$ cat src/rtl/pipe_pkg.sv
// Shared definitions for the destination-register pipeline: default register-number
// width and the EX operand forwarding select encoding.
package pipe_pkg;

  localparam int REG_W_DEF = 4;

  localparam logic [1:0] FWD_REG = 2'b00;
  localparam logic [1:0] FWD_WB  = 2'b01;
  localparam logic [1:0] FWD_MEM = 2'b10;

endpackage

$ cat src/rtl/dst_stage_reg.sv
// One pipeline stage of destination register number plus control flags.
// Async active-high reset clears everything; hold keeps the current contents.
module dst_stage_reg #(
  parameter int REG_W  = 4,
  parameter int FLAG_W = 1
) (
  input  logic              clk_i,
  input  logic              rst_i,
  input  logic              hold_i,
  input  logic [REG_W-1:0]  dst_i,
  input  logic [FLAG_W-1:0] flags_i,
  output logic [REG_W-1:0]  dst_o,
  output logic [FLAG_W-1:0] flags_o
);

  logic [REG_W-1:0]  dst_q,   dst_d;
  logic [FLAG_W-1:0] flags_q, flags_d;

  assign dst_d   = hold_i ? dst_q   : dst_i;
  assign flags_d = hold_i ? flags_q : flags_i;

  always_ff @(posedge clk_i or posedge rst_i) begin
    if (rst_i) begin
      dst_q   <= '0;
      flags_q <= '0;
    end else begin
      dst_q   <= dst_d;
      flags_q <= flags_d;
    end
  end

  assign dst_o   = dst_q;
  assign flags_o = flags_q;

endmodule

$ cat src/rtl/dst_reg_pipe.sv
// Carries the EX write destination through EX/MEM and MEM/WB, and derives the
// EX operand forwarding selects and the load-use stall request from it.
module dst_reg_pipe
  import pipe_pkg::*;
#(
  parameter int REG_W        = REG_W_DEF,
  parameter bit R0_HARDWIRED = 1'b1
) (
  input  logic             clk,
  input  logic             rst,
  input  logic [REG_W-1:0] ex_dst,
  input  logic             ex_valid,
  input  logic             ex_regwrite,
  input  logic             ex_memread,
  input  logic [REG_W-1:0] ex_rs,
  input  logic [REG_W-1:0] ex_rt,
  input  logic [REG_W-1:0] id_rs,
  input  logic [REG_W-1:0] id_rt,
  input  logic             hold,
  output logic [REG_W-1:0] mem_dst,
  output logic             mem_regwrite,
  output logic             mem_memread,
  output logic [REG_W-1:0] wb_dst,
  output logic             wb_regwrite,
  output logic [1:0]       fwd_a,
  output logic [1:0]       fwd_b,
  output logic             load_use_stall
);

  logic       dst_is_r0;
  logic       we;
  logic       ld;
  logic [1:0] mem_flags_d;
  logic [1:0] mem_flags;
  logic [0:0] wb_flags;

  assign dst_is_r0 = (ex_dst == '0);
  // Clearing the write enable for r0 here is what keeps r0 out of forwarding.
  assign we = ex_valid & ex_regwrite & ~(R0_HARDWIRED & dst_is_r0);
  assign ld = ex_valid & ex_memread;

  assign mem_flags_d = {ld, we};

  dst_stage_reg #(
    .REG_W  (REG_W),
    .FLAG_W (2)
  ) u_ex_mem (
    .clk_i   (clk),
    .rst_i   (rst),
    .hold_i  (hold),
    .dst_i   (ex_dst),
    .flags_i (mem_flags_d),
    .dst_o   (mem_dst),
    .flags_o (mem_flags)
  );

  assign mem_regwrite = mem_flags[0];
  assign mem_memread  = mem_flags[1];

  dst_stage_reg #(
    .REG_W  (REG_W),
    .FLAG_W (1)
  ) u_mem_wb (
    .clk_i   (clk),
    .rst_i   (rst),
    .hold_i  (hold),
    .dst_i   (mem_dst),
    .flags_i (mem_regwrite),
    .dst_o   (wb_dst),
    .flags_o (wb_flags)
  );

  assign wb_regwrite = wb_flags[0];

  // The younger result in MEM takes priority over the older one in WB.
  function automatic logic [1:0] fwd_sel(
    input logic             m_we,
    input logic [REG_W-1:0] m_dst,
    input logic             w_we,
    input logic [REG_W-1:0] w_dst,
    input logic [REG_W-1:0] src
  );
    if (m_we && (m_dst == src))      return FWD_MEM;
    else if (w_we && (w_dst == src)) return FWD_WB;
    else                             return FWD_REG;
  endfunction

  assign fwd_a = fwd_sel(mem_regwrite, mem_dst, wb_regwrite, wb_dst, ex_rs);
  assign fwd_b = fwd_sel(mem_regwrite, mem_dst, wb_regwrite, wb_dst, ex_rt);

  assign load_use_stall = ld & (~dst_is_r0 | ~R0_HARDWIRED) &
                          ((ex_dst == id_rs) | (ex_dst == id_rt));

endmodule

$ cat config.mk
export PLATFORM = sky130hd
export DESIGN_NAME = dst_reg_pipe
export DESIGN_NICKNAME = d
export VERILOG_FILES = /design/src/rtl/pipe_pkg.sv /design/src/rtl/dst_stage_reg.sv /design/src/rtl/dst_reg_pipe.sv
export SDC_FILE = /design/constraint.sdc
export NUM_CORES = 1
export LEC_CHECK = 0
export BUFFER_PORTS_ARGS = -buffer_cell sky130_fd_sc_hd__buf_2
export CORE_AREA = 5 5 52 54
export DETAILED_ROUTE_END_ITERATION = 6
export DIE_AREA = 0 0 57 59
export SYNTH_ARGS = -nofsm -noshare
export SYNTH_HDL_FRONTEND = slang
export SYNTH_SLANG_ARGS = --single-unit
$ cat constraint.sdc
create_clock -name clk -period 1.5 [get_ports clk]
set_input_delay 0.15 -clock clk [delete_from_list [all_inputs] [get_ports clk]]
set_output_delay 0.15 -clock clk [all_outputs]
set_load 0.01 [all_outputs]
==> reports/summary.txt <==
outcome: finished, violations left
failing checks: negative setup slack
Mean Syn Cell Area: 10.8 sq um
DRT iter0 DRCs: 6
Final Setup Violations: 1
Syn Std Cell Area: 714 sq um
Die Ht: 59 um
post-synth cell types: 16
fmax: 0.666 GHz
most frequent cells in the layout: buf_2, xor2_1, mux2_1, dfrtp_1, xnor2_1
crit path DAT: 1350 ps
Die Width: 57 um
GR peak layer: met2
drt total wl: 1690 um
Worst-path clk slew: 70 ps
Worst Setup Start Kind: flip-flop
Min-Delay Path Class: primary input to flip-flop
Design Power: 818 uW
utilization after layout: 46.6%
Routability Congestion: 0.854
grt ovf: 0
met3 GRT Util: 2.61%
antenna cell count: 0
crit end category: output pin
WS Path Type: flip-flop to output pin
Rows: 17
final worst slack: -1.65 ps
Clock Tree Root: clkbuf_4
# clock sinks: 11
compound-cell area share of the yosys netlist: 2.98%
xor/xnor cell area share of the yosys netlist: 29.4%
fin. max-slew vios: 0
Tot GR Track Use: 10.7%
# DRC: 0
Synth Area in Simple Gates: 13.7%
global-route met1 utilization: 12.6%
yosys warns: 0
CTS tree: built
mux share of post-synthesis cell area: 14.2%
Layout fillers: 231
IO buf count: 41
fin crit share: 100%
largest net degree at the start of global routing: 14
Core Box Area: 2170 sq um
Seq/Total Area, Yosys: 38.5%
layout cells sized above 1: 45.6%
largest area contributor in the netlist: dfrtp_1
first-pass GRT wire length: 2820 um
Worst Tran Pin Value: 449 ps
Clock Skew: 4.47 ps
syn nets: 92
largest family of logic cells by synthesized area: XOR/XNOR gates
Via density: 4.55
commonest non-fill, non-tap cell in the layout: buf_2
Worst Path Max Fanout: 4
ANT nets after route: 0
max-cap violation count: 0
Starting Density: 32.9%
FF+latch area: 278 sq um
Synth Instances: 66
Routed wire per std cell: 11.9 um
Final Hold Viols: 0
Rel. slew slack: 69.8%
vias: 646
minimum clock period: 1500 ps
First-pass DRT Iterations: 4
Synth top area share: 38.5%
clk_lat worst skew: 260 ps
Max Root-Sink Buffers: 2
Leak: 0.000494 uW
Cell Pwr Density: 809 nW/um^2
CTS buffer count: 3
maximum vdd ir drop: 0.360 mV
#FFs+latches synth: 11
number of global-route vias before repair: 697
Final #Nets: 141
grt met2 use: 17.8%
RSZ-0062 raised after global routing: yes
io pins: 42
initial antenna violation count: 0
Synth Area in Adders: 0%
dominant cells by area after synthesis: dfrtp_1, xor2_1, mux2_1
H-tree levels: 1
CP required: 1350 ps
Multi-input gate area: 430 sq um
Layout Area Growth over Synthesis: 41.5%
full die area: 3360 sq um
post-DP HPWL: 1430 um
## synth_stat cells (all sizes together)
cell / n
a41oi: 1
dfrtp: 11
xnor2: 8
nor4: 4
xor2: 16
buf: 1
mux2: 9
o31ai: 1
nand2: 6
nor2: 2
nor3: 3
nand3: 2
o21ai: 1
inv: 1
## sequential cells by signal, summed over array words and instances, names as in the netlist
signal            flops
u_mem_wb.dst_o        4
u_ex_mem.flags_o      2
u_ex_mem.dst_o        4
u_mem_wb.flags_o      1
## final cells by class
| type | instances | share of cell area, % |
|---|---|---|
| Clock buffer | 4 | 2.60 |
| Inverter | 1 | 0.371 |
| Multi-Input combinational cell | 53 | 42.6 |
| Sequential cell | 11 | 27.5 |
| Tap cell | 28 | 3.47 |
| Timing Repair Buffer | 45 | 23.5 |
## routing by layer
| metal | share of wire [%] | vias to the layer above |
|---|---|---|
| li1 | - | 321 |
| met1 | 43 | 286 |
| met2 | 43 | 37 |
| met3 | 12 | 2 |
| met4 | 1.6 | 0 |
| met5 | 0 | - |
## worst paths after layout
path	start	end	slack (ps)	cells past startpoint
max	u_mem_wb.dst_o[2]$_DFFE_PP0N_	fwd_a[0]	-2	5
min	ex_regwrite	u_ex_mem.flags_o[0]$_DFFE_PP0N_	140	3
max reg2reg	u_ex_mem.dst_o[2]$_DFFE_PP0N_	u_ex_mem.dst_o[2]$_DFFE_PP0N_	520	2
min reg2reg	u_ex_mem.flags_o[1]$_DFFE_PP0N_	u_ex_mem.flags_o[1]$_DFFE_PP0N_	500	2
max in group asynchronous	rst	u_ex_mem.dst_o[3]$_DFFE_PP0N_	780	3
min in group asynchronous	rst	u_mem_wb.dst_o[2]$_DFFE_PP0N_	410	3
## power by group
part | switching, uW | internal, uW
Combinational | 122 | 132
Sequential | 43.4 | 332
Clock | 85.8 | 102
## stage by stage
stage	setup TNS [ps]	instance area [sq um]	hold slack [ps]	instances	setup WS (ps)
after floorplan	0	714	2.44	66	178
after global placement	0	950	153	134	266
after detailed placement	0	950	159	134	235
after CTS	-48.8	1010	135	142	-24.8
after global routing	-355	1010	159	142	-114
final	-1.65	1010	142	142	-1.65
## cell families (layout without fill, tap and decap cells)
group,count (synthesis),in the layout
xor+xnor,24,24
simple gates,17,17
flops,11,11
mux,9,9
compound gates,3,3
buf+inv,2,50
## repair_timing
action / 4_1_cts / 5_1_grt
endpoints found under the hold margin: 11 / 0
hold buffers: 1 / 0
setup buffers: 3 / 0
endpoints found under the setup margin: 4 / 4
gates resized for setup: 0 / 2
pin swaps: 2 / 0
## critical path, cell delays in order (launching register included)
cell	delay, ps
dfrtp_1	420
xor2_1	180
nor3_1	190
nand3_1	100
nor2_1	80
buf_2	130
Power figures use the tool's default switching activity.
